===== config.mk =====
export PLATFORM = sky130hd
export DESIGN_NAME = xspi_8s_target
export DESIGN_NICKNAME = d
export VERILOG_FILES = /design/src/rtl/xspi_8s_target.sv
export SDC_FILE = /design/constraint.sdc
export NUM_CORES = 2
export LEC_CHECK = 0
export CAP_MARGIN = 15
export CORE_ASPECT_RATIO = 1.2
export CORE_MARGIN = 10
export CORE_UTILIZATION = 60
export CTS_CLUSTER_SIZE = 25
export DETAILED_ROUTE_END_ITERATION = 7
export MAX_ROUTING_LAYER = met4
export PLACE_DENSITY = 0.79
export SYNTH_ARGS = -nofsm -noshare
export SYNTH_HDL_FRONTEND = slang
export SYNTH_SLANG_ARGS = --single-unit

===== constraint.sdc =====
create_clock -name clk -period 7.8 [get_ports clk]
set_clock_uncertainty 0.1 [all_clocks]
set_input_delay 0.78 -clock clk [delete_from_list [all_inputs] [get_ports clk]]
set_output_delay 0.78 -clock clk [all_outputs]
set_load 0.03 [all_outputs]

===== src/rtl/xspi_8s_target.sv =====
// Octal SPI (8S SDR) memory target: 48-bit address, 64-bit words, one byte per clk edge.
// Optional STATUS command (8'h05 returns the committed-write count) enabled by XSPI_TGT_STATUS_EN.
module xspi_8s_target #(
    parameter int unsigned DUMMY_CYCLES = 4,
    parameter int unsigned ADDR_BITS    = 4
) (
    input  logic       clk,
    input  logic       rst,
    input  logic       cs_n,
    input  logic [7:0] io_in,
    output logic [7:0] io_out,
    output logic       io_oe,
    output logic       wr_done,
    output logic       rd_done
);

    localparam int unsigned DEPTH     = 1 << ADDR_BITS;
    localparam int unsigned CW        = 5;
    localparam int unsigned LAST_ADDR = 6;
    localparam int unsigned LAST_WR   = 14;
    localparam int unsigned FIRST_RD  = 7 + DUMMY_CYCLES;

    localparam logic [7:0] CMD_WRITE  = 8'hA5;
    localparam logic [7:0] CMD_READ   = 8'hFF;
`ifdef XSPI_TGT_STATUS_EN
    localparam logic [7:0] CMD_STATUS = 8'h05;
`endif

    typedef enum logic [2:0] {
        IDLE,
        CMD,
        ADDR,
        WDATA,
        DUMMY,
        RDATA,
        IGNORE
    } state_t;

    state_t                 state_q, state_d;
    logic [CW-1:0]          cnt_q, cnt_d;
    logic [ADDR_BITS-1:0]   addr_q, addr_d;
    logic [63:0]            data_q, data_d;
    logic                   is_wr_q, is_wr_d;
    logic [2:0]             k_q, k_d;
    logic [7:0]             io_out_q, io_out_d;
    logic                   io_oe_q, io_oe_d;
    logic                   wr_done_q, wr_done_d;
    logic                   rd_done_q, rd_done_d;
    logic [63:0]            mem_q [DEPTH];
    logic                   mem_we;
    logic [63:0]            mem_wdata;
`ifdef XSPI_TGT_STATUS_EN
    logic [6:0]             wr_count_q, wr_count_d;
`endif

    // Next-state and registered-output logic; cs_n=1 aborts from any state.
    always_comb begin
        state_d   = state_q;
        cnt_d     = cnt_q;
        addr_d    = addr_q;
        data_d    = data_q;
        is_wr_d   = is_wr_q;
        k_d       = k_q;
        io_out_d  = 8'h00;
        io_oe_d   = 1'b0;
        wr_done_d = 1'b0;
        rd_done_d = 1'b0;
        mem_we    = 1'b0;
        mem_wdata = {data_q[55:0], io_in};
`ifdef XSPI_TGT_STATUS_EN
        wr_count_d = wr_count_q;
`endif
        if (cs_n) begin
            state_d = IDLE;
            cnt_d   = '0;
        end else begin
            case (state_q)
                IDLE: begin
                    cnt_d = CW'(1);
                    if (io_in == CMD_WRITE) begin
                        is_wr_d = 1'b1;
                        state_d = ADDR;
                    end else if (io_in == CMD_READ) begin
                        is_wr_d = 1'b0;
                        state_d = ADDR;
`ifdef XSPI_TGT_STATUS_EN
                    end else if (io_in == CMD_STATUS) begin
                        state_d = CMD;
`endif
                    end else begin
                        state_d = IGNORE;
                    end
                end
                CMD: begin
`ifdef XSPI_TGT_STATUS_EN
                    // Single status byte; k=7 makes RDATA exit on the next edge.
                    state_d  = RDATA;
                    io_oe_d  = 1'b1;
                    io_out_d = {1'b0, wr_count_q};
                    k_d      = 3'd7;
`else
                    state_d  = IGNORE;
`endif
                end
                ADDR: begin
                    addr_d = ADDR_BITS'({addr_q, io_in});
                    cnt_d  = cnt_q + CW'(1);
                    if (cnt_q == CW'(LAST_ADDR)) begin
                        if (is_wr_q) begin
                            state_d = WDATA;
                        end else begin
                            state_d = DUMMY;
                            data_d  = mem_q[addr_d];
                        end
                    end
                end
                WDATA: begin
                    data_d = {data_q[55:0], io_in};
                    cnt_d  = cnt_q + CW'(1);
                    if (cnt_q == CW'(LAST_WR)) begin
                        mem_we    = 1'b1;
                        wr_done_d = 1'b1;
                        state_d   = IGNORE;
`ifdef XSPI_TGT_STATUS_EN
                        wr_count_d = wr_count_q + 7'd1;
`endif
                    end
                end
                DUMMY: begin
                    cnt_d = cnt_q + CW'(1);
                    if (cnt_q == CW'(FIRST_RD)) begin
                        state_d  = RDATA;
                        io_oe_d  = 1'b1;
                        io_out_d = data_q[63:56];
                        data_d   = {data_q[55:0], 8'h00};
                        k_d      = 3'd0;
                    end
                end
                RDATA: begin
                    if (k_q == 3'd7) begin
                        state_d = IGNORE;
                    end else begin
                        io_oe_d   = 1'b1;
                        io_out_d  = data_q[63:56];
                        data_d    = {data_q[55:0], 8'h00};
                        k_d       = k_q + 3'd1;
                        rd_done_d = (k_q == 3'd6);
                    end
                end
                default: begin
                    state_d = IGNORE;
                end
            endcase
        end
    end

    always_ff @(posedge clk) begin
        if (rst) begin
            state_q   <= IDLE;
            cnt_q     <= '0;
            addr_q    <= '0;
            data_q    <= '0;
            is_wr_q   <= 1'b0;
            k_q       <= '0;
            io_out_q  <= 8'h00;
            io_oe_q   <= 1'b0;
            wr_done_q <= 1'b0;
            rd_done_q <= 1'b0;
            for (int i = 0; i < int'(DEPTH); i++) begin
                mem_q[i] <= 64'h0;
            end
`ifdef XSPI_TGT_STATUS_EN
            wr_count_q <= '0;
`endif
        end else begin
            state_q   <= state_d;
            cnt_q     <= cnt_d;
            addr_q    <= addr_d;
            data_q    <= data_d;
            is_wr_q   <= is_wr_d;
            k_q       <= k_d;
            io_out_q  <= io_out_d;
            io_oe_q   <= io_oe_d;
            wr_done_q <= wr_done_d;
            rd_done_q <= rd_done_d;
            if (mem_we) begin
                mem_q[addr_q] <= mem_wdata;
            end
`ifdef XSPI_TGT_STATUS_EN
            wr_count_q <= wr_count_d;
`endif
        end
    end

    assign io_out  = io_out_q;
    assign io_oe   = io_oe_q;
    assign wr_done = wr_done_q;
    assign rd_done = rd_done_q;

endmodule


==> flow_summary_export.csv <==
group,metric,value,unit
timing,hold_slack,0.3514,ns
clocking,cts_max_level,3,
timing,finalWorstSetupSlack,3.066,ns
detailed_routing,met1_length,45360,um
timing,slew_headroom,20.45,%
clocking,postCtsHoldBufs,0,
timing,finalCriticalPeriod,4.734,ns
synth,ys.flop_type,"edfxtp_1",
worst_setup_path,crit_fanout,63,
global_routing,grt_pass1_vias,28649,
detailed_routing,dr.max_layer_used,"met4",
timing,rsz0062_at_grt,"false",
detailed_routing,antenna_left,0,
synth,synth_nets,3245,
worst_setup_path,worstPathRequired,8.00,ns
synth,synth-edff-count,1024,
worst_setup_path,crit_slowest_cell,"nor2_8",
timing,finalCritPeriodShare,60.69,%
timing,fmax,0.2112,GHz
final_layout,diodes,0,
placement,pre_cts_ws,2.588,ns
clocking,post_cts_resized,0,
synth,synth_area,0.04962,mm^2
synth,ys_seq_area_share,65.64,%
detailed_routing,vias,28085,
die,rows,115,
global_routing,grt_pass1_wl,184100,um
detailed_routing,drt-wirelength-per-cell,29.09,um
timing,hold_viol,0,
timing,setup_viol,0,
power_and_ir_drop,leakage,19.36,nW
placement,dpl.hpwl,66380,um
synth,yosys_warnings,0,
timing,maxSlewViolCount,0,
clocking,cts_sinks,1115,
worst_setup_path,path_cells,"and3b_1 > and4_1 > nand3b_4 > nor2_8 > or2_4 > buf_4",
worst_setup_path,startpoint_type,"register",
synth,yosys-top-cells-area,"edfxtp_1 62%, and2_1 13%, mux4_2 11%, dfxtp_1 3.7%, clkbuf_1 1.1%",
final_layout,syn2layout_area_growth,8.061,%
detailed_routing,routed_wl,123500,um
detailed_routing,drc,0,
detailed_routing,first_iter_violations,3843,
synth,synthArstFlopShare,0,%
placement,place.gp.congestion,0.9008,
final_layout,nets,3121,
die,die_area,0.09465,mm^2
die,pin_count,22,
synth,syn-instance-count,3229,
clocking,numCtsBuffers,103,
global_routing,grt_start_max_net_pins,113,
die,die_w,282.5,um
run_status,status,"complete, no violations",
detailed_routing,met3_length,12440,um
die,initial_utilization,60.50,%
die,fp.dieH,335.0,um
final_layout,fillers,5433,
detailed_routing,wl_met2,60710,um
hold_path,hold_path.class,"register to register",
clocking,cts_tree,"built",
detailed_routing,drtPass1Iterations,5,
power_and_ir_drop,power_density,235.5,mW/mm^2
final_layout,multi_input_area,0.01575,mm^2
global_routing,antenna_found_initial,2,
final_layout,drive_above_1_share,16.13,%
global_routing,gr-total-overflow,0,
synth,synth_area_leader_cell,"edfxtp_1",
worst_setup_path,max_stage_delay,0.83,ns
worst_setup_path,cp.arrival,4.93,ns
final_layout,regArea,0.03257,mm^2
clocking,clk-insertion-delay-late,0.69,ns
clocking,clkSlewWorstSetupHoldPaths,0.07,ns
global_routing,track_usage,27.07,%
timing,finalSetupTns,0,ns
synth,synth_top_area_share,61.97,%
clocking,post-cts-setup-buffers,0,
power_and_ir_drop,peakVddDrop,0.1691,mV
detailed_routing,vias_per_cell,6.614,
synth,ys_types,55,
die,core,0.08202,mm^2
clocking,cts.root.buffer_cell,"clkbuf_16",
worst_setup_path,crit_path_end_kind,"register",
clocking,cts_buffer_depth,3,
worst_setup_path,critical_path_class,"register to register",
synth,ys_ff_latch,1115,
run,maxCapViolations,0,
placement,port_buffers,21,
synth,avgSynthCellArea,15.37,um^2
timing,worst_slew_pin_slew,1.191,ns
registers in the layout, indices dropped and copies added, names as in the netlist, 3 cells and up:
register,count
mem_q,1024
state_q,3
data_q,64
k_q,3
addr_q,4
io_out,8
cnt_q,5
power breakdown:
part	internal [W]	switching [W]
combinational	0.000268	0.000450
sequential	0.00670	0.000136
clock	0.00285	0.00222
critical path: cells and delay by family (launching register included):
| kind | cells | cell delay (ns) |
|---|---|---|
| simple gates | 5 | 2.86 |
| flops | 1 | 0.65 |
| buf+inv | 1 | 0.61 |
synthesized netlist by cell type (2+ instances only):
library cell and instances:
a211oi_1 3, a21o_1 22, a21oi_1 41, a221o_1 33, a221oi_1 8, a22o_1 9
a22oi_1 6, a311oi_1 10, a32oi_1 7, and2_1 1002, and3_1 4, and3b_1 2
and4_1 2, buf_1 9, buf_2 62, buf_4 9, buf_6 11, clkbuf_1 144
clkbuf_2 55, dfxtp_1 91, edfxtp_1 1024, ha_1 5, inv_1 5, mux2_2 33
mux2i_1 36, mux4_2 242, nand2_1 48, nand2b_1 6, nand3_1 5, nand3b_1 3
nand3b_4 2, nand4_1 4, nand4bb_1 2, nor2_1 52, nor2_4 8, nor2_8 4
nor2b_1 8, nor3_1 28, nor3_4 4, nor4_1 35, o21ai_0 56, o21ai_1 14
o22ai_1 46, o31ai_1 2, or2_2 17
layer usage:
metal,vias up,global-route usage [%]
met5,-,-
met4,0,10.67
met3,306,4.336
met2,1693,42.81
met1,14330,35.09
li1,11756,-
metrics by stage:
stage                     total power, W  utilization, %  area (um^2)  instances
after global routing             0.01291           65.38        53620       4246
after detailed placement        0.007667           61.22        50210       4052
after global placement          0.007632           61.22        50210       4052
after CTS                        0.01264           65.34        53590       4245
after floorplan                 0.007374               -        49620       3229
final                            0.01263           65.38        53620       4246
cell usage in the layout, fill, tap and decap left out, types with 6 or more instances in the layout:
master	instances
a22oi_1	6
nand2_1	47
a21o_1	22
nor2_1	51
mux2i_1	36
nor3_1	28
edfxtp_1	1024
a221oi_1	8
clkbuf_8	8
nand2b_1	6
nor2b_1	7
a32oi_1	7
nor2_4	10
and2_1	1002
clkdlybuf4s50_1	17
a21oi_1	41
nor4_1	35
clkinv_1	16
o22ai_1	46
o21ai_0	56
clkinvlp_4	6
clkbuf_1	24
a22o_1	9
clkinv_2	19
mux4_2	242
a311oi_1	10
bufinv_16	9
clkbuf_16	105
mux2_2	33
dfxtp_1	91
or2_4	16
a221o_1	33
buf_4	37
o21ai_1	14
area by class of cell:
| class | instances | share of cell area [%] |
|---|---|---|
| clock buffer | 136 | 5.248 |
| clock inverter | 57 | 1.055 |
| inverter | 5 | 0.03500 |
| multi-input combinational | 1818 | 29.37 |
| sequential | 1115 | 60.74 |
| tap | 1053 | 2.457 |
| timing repair buffer | 62 | 1.090 |
cells by family (layout without fill, tap and decap cells):
| family | after synthesis | after routing | share of synthesized area [%] |
|---|---|---|---|
| DFF | 1115 | 1115 | 65.64 |
| buffers and inverters | 296 | 260 | 2.776 |
| and+or+nand+nor | 1241 | 1241 | 15.46 |
| muxes | 311 | 311 | 12.46 |
| AOI/OAI and AO/OA | 261 | 261 | 3.535 |
| adders and majority gates | 5 | 5 | 0.1261 |
worst paths after layout:
path	start	end	slack [ns]	cells after the start
worst max register to register	state_q[0]	mem_q[14][57]	3.07	6
worst min register to register	data_q[58]	data_q[58]	0.35	1
worst max-delay path	state_q[0]	mem_q[14][57]	3.07	6
worst min-delay path	data_q[58]	data_q[58]	0.35	1
Power figures use the tool's default switching activity.
